[config.mk]
export PLATFORM = sky130hd
export DESIGN_NAME = nonce_uart_tx_flat
export DESIGN_NICKNAME = d
export VERILOG_FILES = /design/src/rtl/nxs_uart_pkg.sv /design/src/rtl/nonce_uart_tx_if.sv /design/src/rtl/nonce_fifo.sv /design/src/rtl/nonce_uart_tx.sv /design/src/flat_wrapper.sv
export SDC_FILE = /design/constraint.sdc
export NUM_CORES = 1
export LEC_CHECK = 0
export ABC_CLOCK_PERIOD_IN_PS = 2600
export CAP_MARGIN = 5
export CELL_PAD_IN_SITES_DETAIL_PLACEMENT = 0
export CELL_PAD_IN_SITES_GLOBAL_PLACEMENT = 2
export CORE_MARGIN = 1
export CORE_UTILIZATION = 45
export DETAILED_ROUTE_END_ITERATION = 8
export GPL_ROUTABILITY_DRIVEN = 0
export GPL_TIMING_DRIVEN = 1
export PLACE_DENSITY_LB_ADDON = 0.1
export SLEW_MARGIN = 10
export SYNTH_ARGS = -nofsm -noshare
export SYNTH_HDL_FRONTEND = slang
export SYNTH_SLANG_ARGS = --single-unit
[constraint.sdc]
create_clock -name clk -period 2.6 [get_ports clk]
set_clock_uncertainty 0.05 [all_clocks]
set_input_delay 0.26 -clock clk [delete_from_list [all_inputs] [get_ports clk]]
set_output_delay 0.26 -clock clk [all_outputs]
set_load 0.05 [all_outputs]
[src/rtl/nxs_uart_pkg.sv]
// Shared definitions for the FKNXS UART transmit and receive paths.
package nxs_uart_pkg;

  typedef enum logic [1:0] {
    StIdle,
    StStart,
    StData,
    StStop
  } tx_state_e;

  localparam int unsigned NONCE_BYTES = 8;

  // 600 MHz / 115200 baud, shared with the work receiver.
  localparam int unsigned CLKS_PER_BIT_DEFAULT = 5208;

endpackage

[src/rtl/nonce_uart_tx_if.sv]
// Nonce handoff from the hash core: single-cycle strobe plus 64-bit payload.
interface nonce_uart_tx_if;

  logic        NonceValid;
  logic [63:0] NonceIn;

  modport master (output NonceValid, output NonceIn);
  modport slave  (input NonceValid, input NonceIn);

endinterface

[src/rtl/nonce_fifo.sv]
// Small synchronous FIFO with count-based full/empty; head is read combinationally.
module nonce_fifo #(
  parameter int unsigned Depth = 4,
  parameter int unsigned Width = 64
) (
  input  logic             clk,
  input  logic             nRst,
  input  logic             push_i,
  input  logic             pop_i,
  input  logic [Width-1:0] wdata_i,
  output logic [Width-1:0] rdata_o,
  output logic             full_o,
  output logic             empty_o
);

  localparam int unsigned PtrW   = $clog2(Depth);
  localparam int unsigned CountW = $clog2(Depth + 1);

  logic [Width-1:0]  mem_q [Depth];
  logic [Width-1:0]  mem_d [Depth];
  logic [PtrW-1:0]   wptr_q, wptr_d;
  logic [PtrW-1:0]   rptr_q, rptr_d;
  logic [CountW-1:0] count_q, count_d;
  logic              push_ok, pop_ok;

  assign full_o  = (count_q == CountW'(Depth));
  assign empty_o = (count_q == '0);
  assign rdata_o = mem_q[rptr_q];

  // A push while full is ignored; a simultaneous pop does not make room for it.
  assign push_ok = push_i && !full_o;
  assign pop_ok  = pop_i && !empty_o;

  // Next-state for storage, pointers and occupancy.
  always_comb begin
    mem_d   = mem_q;
    wptr_d  = wptr_q;
    rptr_d  = rptr_q;
    count_d = count_q;
    if (push_ok) begin
      mem_d[wptr_q] = wdata_i;
      wptr_d        = wptr_q + PtrW'(1);
    end
    if (pop_ok) begin
      rptr_d = rptr_q + PtrW'(1);
    end
    if (push_ok && !pop_ok) begin
      count_d = count_q + CountW'(1);
    end else if (pop_ok && !push_ok) begin
      count_d = count_q - CountW'(1);
    end
  end

  // State registers.
  always_ff @(posedge clk or negedge nRst) begin
    if (!nRst) begin
      for (int i = 0; i < int'(Depth); i++) begin
        mem_q[i] <= '0;
      end
      wptr_q  <= '0;
      rptr_q  <= '0;
      count_q <= '0;
    end else begin
      mem_q   <= mem_d;
      wptr_q  <= wptr_d;
      rptr_q  <= rptr_d;
      count_q <= count_d;
    end
  end

endmodule

[src/rtl/nonce_uart_tx.sv]
// Buffered nonce return path: queues nonces and sends each as 8 bytes of 8N1, LSB byte first.
module nonce_uart_tx
  import nxs_uart_pkg::*;
#(
  parameter int unsigned CLKS_PER_BIT = CLKS_PER_BIT_DEFAULT,
  parameter int unsigned FIFO_DEPTH   = 4
) (
  input  logic                   clk,
  input  logic                   nRst,
  nonce_uart_tx_if.slave         nonce_if,
  output logic                   UART_RXD_OUT,
  output logic                   Busy,
  output logic                   FifoFull,
  output logic [7:0]             DropCount
);

  localparam int unsigned TimerW = $clog2(CLKS_PER_BIT);

  tx_state_e         state_q, state_d;
  logic [TimerW-1:0] timer_q, timer_d;
  logic [2:0]        bit_q, bit_d;
  logic [2:0]        byte_q, byte_d;
  logic [63:0]       shift_q, shift_d;
  logic              line_q, line_d;
  logic [7:0]        drop_q, drop_d;

  logic        fifo_full, fifo_empty, fifo_pop, tick;
  logic [63:0] fifo_head;

  assign fifo_pop = (state_q == StIdle) && !fifo_empty;
  assign tick     = (timer_q == TimerW'(CLKS_PER_BIT - 1));

  nonce_fifo #(
    .Depth (FIFO_DEPTH),
    .Width (64)
  ) u_fifo (
    .clk     (clk),
    .nRst    (nRst),
    .push_i  (nonce_if.NonceValid && !fifo_full),
    .pop_i   (fifo_pop),
    .wdata_i (nonce_if.NonceIn),
    .rdata_o (fifo_head),
    .full_o  (fifo_full),
    .empty_o (fifo_empty)
  );

  // Serializer FSM, bit timer and line level; the line follows the current state one cycle later.
  always_comb begin
    state_d = state_q;
    timer_d = timer_q;
    bit_d   = bit_q;
    byte_d  = byte_q;
    shift_d = shift_q;
    line_d  = 1'b1;
    unique case (state_q)
      StIdle: begin
        line_d = 1'b1;
        if (!fifo_empty) begin
          shift_d = fifo_head;
          byte_d  = '0;
          timer_d = '0;
          state_d = StStart;
        end
      end
      StStart: begin
        line_d = 1'b0;
        if (tick) begin
          timer_d = '0;
          bit_d   = '0;
          state_d = StData;
        end else begin
          timer_d = timer_q + TimerW'(1);
        end
      end
      StData: begin
        line_d = shift_q[0];
        if (tick) begin
          timer_d = '0;
          shift_d = shift_q >> 1;
          if (bit_q == 3'd7) begin
            state_d = StStop;
          end else begin
            bit_d = bit_q + 3'd1;
          end
        end else begin
          timer_d = timer_q + TimerW'(1);
        end
      end
      StStop: begin
        line_d = 1'b1;
        if (tick) begin
          timer_d = '0;
          if (byte_q == 3'(NONCE_BYTES - 1)) begin
            state_d = StIdle;
          end else begin
            byte_d  = byte_q + 3'd1;
            state_d = StStart;
          end
        end else begin
          timer_d = timer_q + TimerW'(1);
        end
      end
    endcase
  end

  // Saturating count of nonces rejected because the queue was full.
  always_comb begin
    drop_d = drop_q;
    if (nonce_if.NonceValid && fifo_full && (drop_q != 8'hFF)) begin
      drop_d = drop_q + 8'd1;
    end
  end

  // State registers; reset forces the line high immediately.
  always_ff @(posedge clk or negedge nRst) begin
    if (!nRst) begin
      state_q <= StIdle;
      timer_q <= '0;
      bit_q   <= '0;
      byte_q  <= '0;
      shift_q <= '0;
      line_q  <= 1'b1;
      drop_q  <= '0;
    end else begin
      state_q <= state_d;
      timer_q <= timer_d;
      bit_q   <= bit_d;
      byte_q  <= byte_d;
      shift_q <= shift_d;
      line_q  <= line_d;
      drop_q  <= drop_d;
    end
  end

  assign UART_RXD_OUT = line_q;
  assign Busy         = !fifo_empty || (state_q != StIdle);
  assign FifoFull     = fifo_full;
  assign DropCount    = drop_q;

endmodule
[src/flat_wrapper.sv]
// flat-port wrapper written by rule: the top's interface ports become plain ports
module nonce_uart_tx_flat import nxs_uart_pkg::*;
#(
  parameter int unsigned CLKS_PER_BIT = CLKS_PER_BIT_DEFAULT,
  parameter int unsigned FIFO_DEPTH   = 4
)
  (clk, nRst, UART_RXD_OUT, Busy, FifoFull, DropCount, nonce_if_NonceValid, nonce_if_NonceIn);
  nonce_uart_tx_if nonce_if_i ();
  input  logic clk;
  input  logic nRst;
  output logic UART_RXD_OUT;
  output logic Busy;
  output logic FifoFull;
  output logic [7:0] DropCount;
  input wire logic [$bits(nonce_if_i.NonceValid)-1:0] nonce_if_NonceValid;
  input wire logic [$bits(nonce_if_i.NonceIn)-1:0] nonce_if_NonceIn;
  assign nonce_if_i.NonceValid = nonce_if_NonceValid;
  assign nonce_if_i.NonceIn = nonce_if_NonceIn;
  nonce_uart_tx #(.CLKS_PER_BIT(CLKS_PER_BIT), .FIFO_DEPTH(FIFO_DEPTH)) u_core (.clk(clk), .nRst(nRst), .nonce_if(nonce_if_i), .UART_RXD_OUT(UART_RXD_OUT), .Busy(Busy), .FifoFull(FifoFull), .DropCount(DropCount));
endmodule
* Yosys cells after proc, flatten, opt, wreduce, memory -nomap -nowiden
Cells that the tools add are included.
** Storage, ports and cells
- Register bits :: 357
- Output and inout bits :: 11
- Word-level logic and storage cells :: 99
** Operators by class
- Add/subtract/negate cells :: 8
- Order comparisons :: 3
- Equal/unequal tests :: 15
- Mux-type cells :: 30
- Bitwise gates (word level) :: 2
- Reduce and logical (&&, ||, !) cells :: 27
** Operator list (number)
- $mux 64 :: 5
- $bwmux 256 :: 1
- $bmux 64 s2 :: 1
- $demux 64 s2 :: 1
- $pmux 64 s2 :: 1
- $mux 13 :: 2
- $pmux 13 s2 :: 1
- $mux 3 :: 8
- $add 13x1->13 const B :: 1
- $eq 13x13->1 const B :: 1
- $pmux 3 s2 :: 2
- $mux 2 :: 5
- $reduce_bool 2->1 :: 5
- $add 3x1->3 const B :: 3
- $eq 3x3->1 const B :: 3
- $logic_and 1x1->1 :: 9
- $add 8x1->8 const B :: 1
- $ne 2x1->1 const B :: 4
- $ne 8x8->1 const B :: 1
- $pmux 2 s4 :: 1
- $reduce_and 4->1 :: 2
- $ge 3x3->1 const B :: 2
- $ne 2x2->1 const B :: 3
- $not 2->3 :: 2
- 15 further kinds :: 20

* Depth between registers and ports, before layout
Gate-level depths: netlist of run 1.
- Depth after elaboration :: 8
- Depth in mapped cells :: 10
- Depth with buffers taken out :: 9

* Cells and area by module
From an unflattened synthesis of run 1, not the netlist that was laid out.
** Second synthesis, totals
- Cells, all modules :: 1040
- Area, all modules :: 16689.8 sq um
** Modules (own cells, without submodules)
- nonce_fifo :: times used 1, cells each 652, area an instance 11549.8 sq um
- nonce_uart_tx :: times used 1, cells each 388, area an instance 5139.9 sq um

* Worst setup path after synthesis of run 1
Ideal clock, no wire load.
- Kind :: register to register
- From :: reg u_core.u_fifo.count_q[0]
- To :: reg u_core.u_fifo.count_q[1]
- Library setup time :: 0.125 ns
- Data arrival time :: 3.001 ns
- Data required time :: 2.425 ns
- Slack :: -0.575 ns
- Cell stages (with the launch flop) :: 8
- Path buffers :: 1
- Period minus slack after synthesis :: 3.175 ns
- Cell sequence :: dfrtp_1 -> nor3b_1 -> nor2b_1 -> buf_2 -> ha_1 -> inv_1 -> fa_1 -> mux2_2
** Between the ends
- Elaborated cells between the ends (all ways) :: 17
- Those cells by class :: 2 x add/sub; 1 x eq/ne; 2 x mux; 12 x reduce/logical
** RTL lines
- from (decl) :: RTL line nonce_fifo.sv:23 : logic [CountW-1:0] count_q, count_d;
- from (signal assigned) :: RTL line nonce_fifo.sv:67 : count_q <= count_d;
- $eq 3x3->1 (*) :: RTL line nonce_fifo.sv:26 : assign full_o = (count_q == CountW'(Depth));
- named net FifoFull :: RTL line flat_wrapper.sv:13 : output logic FifoFull;
- $logic_not 1->1 (*) :: RTL line nonce_fifo.sv:31, nonce_uart_tx.sv:39
- $logic_and 1x1->1 :: RTL line nonce_uart_tx.sv:39 : .push_i (nonce_if.NonceValid && !fifo_full),
- $logic_and 1x1->1 (*) :: RTL line nonce_fifo.sv:31 : assign push_ok = push_i && !full_o;
- named net u_core.u_fifo.push_ok :: RTL line nonce_fifo.sv:24 : logic push_ok, pop_ok;
- $logic_and 1x1->1 (*) :: RTL line nonce_fifo.sv:47 : if (push_ok && !pop_ok) begin
- $mux 3 (*) :: RTL line nonce_fifo.sv:47
- named net u_core.u_fifo.count_d[1] :: RTL line nonce_fifo.sv:23
Mark *: on every way through the listed nets, which the timed path passes. The rest lies on a longest branch. The select of a mux whose other input is x is not followed.
A chain may end at the register's enable or synchronous reset.

* Final worst setup path of run 1
- From :: reg u_core.state_q[1]
- To :: out Busy
** Between the ends
- Longest elaborated chain between the ends :: 2
** Ends and longest elaborated chain
- from (decl) :: RTL line nonce_uart_tx.sv:19 : tx_state_e state_q, state_d;
- from (signal assigned) :: RTL line nonce_uart_tx.sv:117 : state_q <= StIdle;
- from (signal assigned) :: RTL line nonce_uart_tx.sv:125 : state_q <= state_d;
- $reduce_bool 2->1 :: RTL line nonce_uart_tx.sv:136 : assign Busy = !fifo_empty || (state_q != StIdle);
- $logic_or 1x1->1 :: RTL line nonce_uart_tx.sv:136
- to (decl) :: RTL line flat_wrapper.sv:12 : output logic Busy;
No other way between the ends.

==> run_summary.xml, run 1 <==
<?xml version="1.0" encoding="UTF-8"?>
<metrics>
  <group name="status">
    <metric name="outcome" unit="">complete, no violations</metric>
  </group>
  <group name="critical_path">
    <metric name="timing_worst_setup_path_type" unit="">reg -&gt; out</metric>
    <metric name="rr_worst_depth" unit="">5</metric>
    <metric name="crit_fanout" unit="">8</metric>
    <metric name="timing.critical_path.from_type" unit="">register</metric>
    <metric name="worstReg2RegEnd" unit="">u_core.shift_q[16]</metric>
    <metric name="regToRegSetupSlack" unit="ns">0.27</metric>
    <metric name="worst_ep_arrival_time" unit="ns">2.06</metric>
    <metric name="type_of_element_capturing_the_critical_path" unit="">output pin</metric>
    <metric name="worst_setup_path_endpoint" unit="">Busy</metric>
    <metric name="r2r_start" unit="">u_core.timer_q[7]</metric>
    <metric name="critPathLaunch" unit="">u_core.state_q[1]</metric>
    <metric name="cp_data_required_time" unit="ns">2.29</metric>
  </group>
  <group name="yosys">
    <metric name="post_synth_and_or_nand_nor_area_fraction" unit="%">2.89</metric>
    <metric name="ys_seq_area_share" unit="%">55.3</metric>
    <metric name="synthMostInstantiatedCell" unit="">sky130_fd_sc_hd__mux2_2</metric>
    <metric name="synth_cell_type_count" unit="">48</metric>
    <metric name="synth.top_cell.area_share" unit="%">55.2</metric>
    <metric name="async_reset_ff_share" unit="%">100</metric>
    <metric name="post_synth_main_area_contributors" unit="">sky130_fd_sc_hd__dfrtp_1, sky130_fd_sc_hd__mux2_2, sky130_fd_sc_hd__mux4_2</metric>
    <metric name="synth_flop_cell" unit="">sky130_fd_sc_hd__dfrtp_1</metric>
    <metric name="syn-num-nets" unit="">1123</metric>
    <metric name="synthAdderAreaFrac" unit="%">1.44</metric>
    <metric name="post_synth.cell_area_avg" unit="um2">15.6</metric>
    <metric name="synth.area.mux_share" unit="%">35.8</metric>
    <metric name="yosys.area_share.xor_xnor" unit="%">0.760</metric>
    <metric name="synthCells" unit="">1038</metric>
    <metric name="synth.cell_area" unit="um2">16100</metric>
    <metric name="yosysWarnings" unit="">0</metric>
    <metric name="synth_top_cells_by_count" unit="">sky130_fd_sc_hd__mux2_2, sky130_fd_sc_hd__dfrtp_1, sky130_fd_sc_hd__mux4_2</metric>
    <metric name="yosys.area.top_type" unit="">sky130_fd_sc_hd__dfrtp_1</metric>
    <metric name="synth_top_family_by_area" unit="">multiplexers</metric>
    <metric name="ys_ff_latch" unit="">357</metric>
    <metric name="count_of_flip_flops_with_a_built_in_enable_after_synthesis" unit="">0</metric>
    <metric name="synth_compound_gate_area_share" unit="%">1.75</metric>
  </group>
  <group name="die">
    <metric name="floorplan_die_width" unit="um">191</metric>
    <metric name="floorplan.initialDensity" unit="%">45.6</metric>
    <metric name="die_height" unit="um">191</metric>
    <metric name="core.rowCount" unit="">69</metric>
    <metric name="design.portCount" unit="">78</metric>
    <metric name="die_area" unit="um2">36600</metric>
    <metric name="design.core.area" unit="um2">35400</metric>
  </group>
  <group name="global_route">
    <metric name="grt_pass1_vias" unit="">9455</metric>
    <metric name="initial_antenna_violation_count" unit="">0</metric>
    <metric name="pin_count_of_the_biggest_net_entering_global_routing" unit="">71</metric>
    <metric name="grtUsageTotal" unit="%">18.1</metric>
    <metric name="grt_first_pass_wirelength" unit="um">52100</metric>
    <metric name="grt-ovfl-total" unit="">0</metric>
  </group>
  <group name="timing">
    <metric name="final_hold_viols" unit="">0</metric>
    <metric name="fin_worst_hold_slack" unit="ns">0.227</metric>
    <metric name="rsz0062_at_grt" unit="">false</metric>
    <metric name="timing.final.ws_setup" unit="ns">0.233</metric>
    <metric name="worstMarginPinSlew" unit="ns">0.511</metric>
    <metric name="max_slew_margin" unit="%">65.9</metric>
    <metric name="fin_crit_sh" unit="%">91.0</metric>
    <metric name="fmax" unit="MHz">423</metric>
    <metric name="final_period_minus_worst_setup_slack" unit="ns">2.37</metric>
    <metric name="total_count_of_max_transition_violations_in_the_final_report" unit="">0</metric>
    <metric name="number_of_failing_setup_endpoints_in_the_final_timing_report" unit="">0</metric>
    <metric name="tns" unit="ns">0</metric>
  </group>
  <group name="clocking">
    <metric name="cts_tree" unit="">yes</metric>
    <metric name="cts-buffers-inserted" unit="">40</metric>
    <metric name="clock_tree.htree_level_count" unit="">2</metric>
    <metric name="cts.sinks" unit="">357</metric>
    <metric name="clk_transition_reported_paths" unit="ns">0.06</metric>
    <metric name="insertion_delay" unit="ns">0.52</metric>
    <metric name="cts-root-buf" unit="">sky130_fd_sc_hd__clkbuf_16</metric>
    <metric name="max-clock-path-buffers" unit="">3</metric>
  </group>
  <group name="power_and_ir_drop">
    <metric name="power_density_over_the_cells" unit="nW/um2">1300</metric>
    <metric name="worst_vdd_ir" unit="mV">0.613</metric>
    <metric name="p_leak" unit="nW">8.00</metric>
  </group>
  <group name="final_layout">
    <metric name="area_delta_synth_final" unit="%">17.3</metric>
    <metric name="drive_gt1_share" unit="%">45.7</metric>
    <metric name="fin_nets" unit="">1213</metric>
    <metric name="number_of_antenna_cells_inserted" unit="">0</metric>
  </group>
  <group name="placed_design">
    <metric name="dp_hpwl" unit="um">18800</metric>
    <metric name="port_buffers" unit="">77</metric>
    <metric name="dpl_worst_slack" unit="ns">0.304</metric>
  </group>
  <group name="detailed_routing">
    <metric name="detailedRoute.firstPassIterationCount" unit="">4</metric>
    <metric name="post_drt_wl_per_cell" unit="um">19.4</metric>
    <metric name="drt-vias-per-instance" unit="">5.50</metric>
    <metric name="ant_nets" unit="">0</metric>
    <metric name="routed-via-count" unit="">8858</metric>
    <metric name="remaining_drc_errors" unit="">0</metric>
    <metric name="drt_iter0_markers" unit="">300</metric>
    <metric name="drt_wl_total" unit="um">31300</metric>
  </group>
  <group name="worst_hold_path">
    <metric name="hp-class" unit="">in -&gt; async</metric>
  </group>
  <group name="flow_run">
    <metric name="cap_viol_max_count" unit="">0</metric>
  </group>
</metrics>
==> critical path, stage by stage, from the launching register on <==
cell and delay [ns]:
sky130_fd_sc_hd__dfrtp_1 0.43, sky130_fd_sc_hd__inv_1 0.15, sky130_fd_sc_hd__ha_1 0.23, sky130_fd_sc_hd__nor4b_2 0.27
sky130_fd_sc_hd__inv_1 0.21, sky130_fd_sc_hd__buf_4 0.25
==> area by class of cell <==
cell class,count,area (um2)
multi-input cells,611,6920
fillers,3000,16500
inverters,11,41.3
clock buffers,61,1210
well taps,461,577
clock inverters,4,22.5
repair buffers,107,1220
flip-flops and latches,357,8940
==> power breakdown <==
group          internal (mW)  switching (mW)
clock network           3.18            2.12
registers               8.32            1.36
logic                   5.97            3.68
total                   17.5            7.16
==> how the worst min path moves through the flow <==
stage | from | to | depth (start not counted)
finish | nRst | u_core.u_fifo.mem_q[168] | 2
global route | nRst | u_core.u_fifo.mem_q[168] | 2
CTS | nRst | u_core.u_fifo.mem_q[168] | 2
detailed placement | nRst | u_core.u_fifo.mem_q[168] | 1
global placement | nRst | u_core.u_fifo.mem_q[168] | 1
floorplan | nRst | u_core.DropCount[0] | 0
==> stage by stage <==
stage	cells	util (%)	total power, mW	area [um2]
after floorplan	1038	-	17.1	16100
after global placement	1546	50.0	19.4	17700
after detailed placement	1546	50.0	19.6	17700
after CTS	1612	53.5	25.0	18900
after global routing	1612	53.5	26.3	18900
final	1612	53.5	24.6	18900
==> state kept, by name, indices dropped and copies added, names as in the netlist <==
signal and count:
u_core.timer_q 13, u_core.bit_q 3, u_core.UART_RXD_OUT 1, u_core.u_fifo.rptr_q 2, u_core.state_q 2, u_core.shift_q 64
u_core.u_fifo.mem_q 256, u_core.u_fifo.wptr_q 2, u_core.DropCount 8, u_core.u_fifo.count_q 3, u_core.byte_q 3
==> metal layers <==
metal | global-route usage (%) | vias up | wire length [um] | share of wire (%)
met4 | 4.61 | 0 | 616 | 2.0
met1 | 26.2 | 4660 | 15300 | 49
met2 | 28.4 | 104 | 14500 | 46
li1 | - | 4046 | - | -
met5 | 0 | - | 0 | 0
met3 | 2.68 | 48 | 885 | 2.8
==> placed cells by master (no fill, tap or decap), types with 2 or more instances in the layout <==
cell type                         instances
sky130_fd_sc_hd__and3_1                   2
sky130_fd_sc_hd__clkbuf_1                 9
sky130_fd_sc_hd__a22o_1                   4
sky130_fd_sc_hd__nand3_1                 14
sky130_fd_sc_hd__mux2_1                  23
sky130_fd_sc_hd__a21oi_1                  7
sky130_fd_sc_hd__nand4_1                  9
sky130_fd_sc_hd__dfrtp_4                  2
sky130_fd_sc_hd__o21ai_0                 11
sky130_fd_sc_hd__or2_2                    2
sky130_fd_sc_hd__xnor2_1                  9
sky130_fd_sc_hd__buf_4                   13
sky130_fd_sc_hd__clkbuf_8                11
sky130_fd_sc_hd__nor3_1                   4
sky130_fd_sc_hd__o311ai_0                 3
sky130_fd_sc_hd__buf_12                  17
sky130_fd_sc_hd__nand4b_1                 2
sky130_fd_sc_hd__ha_1                    17
sky130_fd_sc_hd__mux4_2                  64
sky130_fd_sc_hd__clkdlybuf4s50_1         74
sky130_fd_sc_hd__o31ai_1                  2
sky130_fd_sc_hd__nand2_4                  4
sky130_fd_sc_hd__clkinv_2                 3
sky130_fd_sc_hd__mux2_2                 361
sky130_fd_sc_hd__or4_1                    2
sky130_fd_sc_hd__or3_1                    4
sky130_fd_sc_hd__dfrtp_1                354
sky130_fd_sc_hd__a211oi_1                 2
sky130_fd_sc_hd__clkbuf_16               41
sky130_fd_sc_hd__nand2_1                 23
sky130_fd_sc_hd__o211ai_1                 6
sky130_fd_sc_hd__nor2_1                  12
sky130_fd_sc_hd__inv_1                   10
sky130_fd_sc_hd__xor2_1                   5
sky130_fd_sc_hd__nor4_1                   3
==> repair_timing <==
action,in CTS,in global routing
hold endpoints to repair,52,0
gates resized for setup,0,1
hold buffers,1,0
setup endpoints to repair,0,1
setup buffers,0,0
==> logic make-up (layout without fill, tap and decap cells) <==
kind of cell,count (synthesis),count (layout)
AO/OA/AOI/OAI,42,42
XOR/XNOR,14,14
adder cells (fa/ha/maj),18,18
buffers and inverters,70,183
flip-flops,357,357
multiplexers,449,449
AND/OR/NAND/NOR,88,88
No activity file was read; power rests on OpenSTA's default activity.
==> run 2, diff against run 1 <==
Settings changed: CTS_CLUSTER_SIZE from default to 20.
==> results of run 2 <==
Same layout as run 1: the final DEF is identical, and so are final timing and power.
==> run 3, diff against run 2 <==
Settings changed: RECOVER_POWER from default to 50.
==> run 3 against run 2 <==
Net effect:
- the run now ends with capacitance limit, slew limit left
- die area unchanged
- register-to-register slack about the same
- first-iteration DRC count decreased by 7.3%
- critical path depth unchanged
- global-route usage unchanged
- sequential cell count unchanged
- setup slack improved by 0.0028 ns
- utilization decreased by 0.096 points
- power about the same
- largest cell class unchanged
- highest routed layer unchanged
==> run_summary.xml, run 3 (synthesis gave the netlist of run 1 again) <==
<?xml version="1.0" encoding="UTF-8"?>
<metrics>
  <group name="status">
    <metric name="outcome" unit="">finished with violations</metric>
    <metric name="violations_in_the_final_reports" unit="">capacitance limit, slew limit</metric>
  </group>
  <group name="global_route">
    <metric name="grt_pass1_vias" unit="">9455</metric>
    <metric name="initial_antenna_violation_count" unit="">0</metric>
    <metric name="met2_usage" unit="%">28.4</metric>
    <metric name="grt-ovfl-total" unit="">0</metric>
    <metric name="pin_count_of_the_biggest_net_entering_global_routing" unit="">71</metric>
    <metric name="grt_first_pass_wirelength" unit="um">52100</metric>
    <metric name="busiest_layer" unit="">met2</metric>
    <metric name="grtUsageTotal" unit="%">18.1</metric>
    <metric name="grtUsageMet3" unit="%">2.68</metric>
    <metric name="met1_usage" unit="%">26.2</metric>
  </group>
  <group name="worst_hold_path">
    <metric name="worst_hold_startpoint" unit="">nonce_if_NonceIn[2]</metric>
    <metric name="hp-class" unit="">in -&gt; reg</metric>
  </group>
  <group name="die">
    <metric name="floorplan.initialDensity" unit="%">45.6</metric>
    <metric name="core.rowCount" unit="">69</metric>
    <metric name="design.portCount" unit="">78</metric>
    <metric name="die_area" unit="um2">36600</metric>
    <metric name="die_height" unit="um">191</metric>
    <metric name="design.core.area" unit="um2">35400</metric>
    <metric name="floorplan_die_width" unit="um">191</metric>
  </group>
  <group name="critical_path">
    <metric name="worst_ep_arrival_time" unit="ns">2.05</metric>
    <metric name="timing.critical_path.from_type" unit="">register</metric>
    <metric name="critPathLaunch" unit="">u_core.state_q[1]</metric>
    <metric name="crit_fanout" unit="">8</metric>
    <metric name="type_of_element_capturing_the_critical_path" unit="">output pin</metric>
    <metric name="r2r_start" unit="">u_core.timer_q[7]</metric>
    <metric name="timing_worst_setup_path_type" unit="">reg -&gt; out</metric>
    <metric name="cp_data_required_time" unit="ns">2.29</metric>
  </group>
  <group name="placed_design">
    <metric name="port_buffers" unit="">77</metric>
    <metric name="placed_cells_incl_taps" unit="">1546</metric>
    <metric name="place_area" unit="um2">17700</metric>
    <metric name="dpl_worst_slack" unit="ns">0.304</metric>
    <metric name="dp_hpwl" unit="um">18800</metric>
  </group>
  <group name="timing">
    <metric name="rsz0062_at_grt" unit="">false</metric>
    <metric name="final_hold_viols" unit="">0</metric>
    <metric name="number_of_failing_setup_endpoints_in_the_final_timing_report" unit="">0</metric>
    <metric name="fin_crit_sh" unit="%">90.9</metric>
    <metric name="total_count_of_max_transition_violations_in_the_final_report" unit="">57</metric>
    <metric name="fmax" unit="MHz">423</metric>
    <metric name="timing.final.ws_setup" unit="ns">0.236</metric>
    <metric name="tns" unit="ns">0</metric>
    <metric name="max_slew_margin" unit="%">-6.86</metric>
    <metric name="final_period_minus_worst_setup_slack" unit="ns">2.36</metric>
    <metric name="worstMarginPinSlew" unit="ns">1.60</metric>
  </group>
  <group name="detailed_routing">
    <metric name="detailedRoute.firstPassIterationCount" unit="">4</metric>
    <metric name="post_drt_wl_per_cell" unit="um">19.4</metric>
    <metric name="ant_nets" unit="">0</metric>
    <metric name="drt-vias-per-instance" unit="">5.48</metric>
    <metric name="routed-via-count" unit="">8828</metric>
    <metric name="remaining_drc_errors" unit="">0</metric>
    <metric name="drt_iter0_markers" unit="">278</metric>
    <metric name="drt_wl_total" unit="um">31300</metric>
  </group>
  <group name="final_layout">
    <metric name="top_register" unit="">u_core.u_fifo.mem_q</metric>
    <metric name="fin_cells" unit="">1612</metric>
    <metric name="drive_gt1_share" unit="%">45.6</metric>
    <metric name="final.fill_count" unit="">3007</metric>
    <metric name="layout_commonest_cell" unit="">sky130_fd_sc_hd__mux2_2</metric>
    <metric name="area_delta_synth_final" unit="%">17.1</metric>
    <metric name="largest_register_ffs" unit="">256</metric>
    <metric name="final_cell_mix" unit="">sky130_fd_sc_hd__mux2_2, sky130_fd_sc_hd__dfrtp_1, sky130_fd_sc_hd__clkdlybuf4s50_1</metric>
    <metric name="final_core_utilization" unit="%">53.4</metric>
    <metric name="largest_registers_ranked_by_flip_flop_count" unit="">u_core.u_fifo.mem_q x256, u_core.shift_q x64, u_core.timer_q x13</metric>
    <metric name="final_cell_area" unit="um2">18900</metric>
    <metric name="number_of_antenna_cells_inserted" unit="">0</metric>
    <metric name="fin_nets" unit="">1213</metric>
  </group>
  <group name="clocking">
    <metric name="max-clock-path-buffers" unit="">3</metric>
    <metric name="clock_tree.htree_level_count" unit="">2</metric>
    <metric name="clk_transition_reported_paths" unit="ns">0.05</metric>
    <metric name="cts-buffers-inserted" unit="">40</metric>
    <metric name="cts.sinks" unit="">357</metric>
    <metric name="cts-root-buf" unit="">sky130_fd_sc_hd__clkbuf_16</metric>
    <metric name="insertion_delay" unit="ns">0.52</metric>
    <metric name="cts_tree" unit="">yes</metric>
  </group>
  <group name="flow_run">
    <metric name="cap_viol_max_count" unit="">1</metric>
  </group>
  <group name="power_and_ir_drop">
    <metric name="power_density_over_the_cells" unit="nW/um2">1300</metric>
    <metric name="p_leak" unit="nW">7.99</metric>
    <metric name="worst_vdd_ir" unit="mV">0.613</metric>
  </group>
</metrics>
run 3: final cells by class:
type	instances	area [um2]	share of cell area, %
Timing Repair Buffer	107	1180	6.26
Tap cell	461	577	3.05
Multi-Input combinational cell	611	6920	36.6
Sequential cell	357	8940	47.3
Clock buffer	61	1210	6.41
Inverter	11	41.3	0.219
Clock inverter	4	22.5	0.119
run 3: metal layers:
layer	vias up	wire (um)
met2	107	14600
li1	4044	-
met3	47	925
met4	0	615
met5	-	0
met1	4630	15200
run 3: report_power, final:
group	internal, mW	switching [mW]
sequential	8.32	1.36
combinational	5.95	3.67
clock	3.18	2.12
run 3: worst paths after layout:
path	depth (start not counted)	slack [ns]	end
setup / recovery	5	0.24	Busy
hold / removal	2	0.37	u_core.u_fifo.mem_q[66]
setup reg to reg	5	0.27	u_core.shift_q[16]
hold reg to reg	1	0.44	u_core.u_fifo.mem_q[175]
max in group asynchronous	3	0.46	u_core.u_fifo.mem_q[43]
min in group asynchronous	2	0.64	u_core.u_fifo.mem_q[168]
run 3: timing repair:
item | in CTS | in global routing
endpoints found under the setup margin | 0 | 1
hold buffers | 1 | 0
gates resized for setup | 0 | 1
hold endpoints to repair | 52 | 0
setup buffers | 0 | 0
run 3: per-stage QoR:
step | total power, mW | hold WS, ns
after floorplan | 17.1 | -0.0856
after global placement | 19.4 | 0.195
after detailed placement | 19.6 | 0.192
after CTS | 25.0 | 0.240
after global routing | 26.3 | 0.385
final | 24.6 | 0.374
run 3: critical path: stages, from the launching register on:
cell and delay, ns:
sky130_fd_sc_hd__dfrtp_1 0.43, sky130_fd_sc_hd__inv_1 0.15, sky130_fd_sc_hd__ha_1 0.23, sky130_fd_sc_hd__nor4b_2 0.27
sky130_fd_sc_hd__inv_1 0.21, sky130_fd_sc_hd__buf_4 0.25
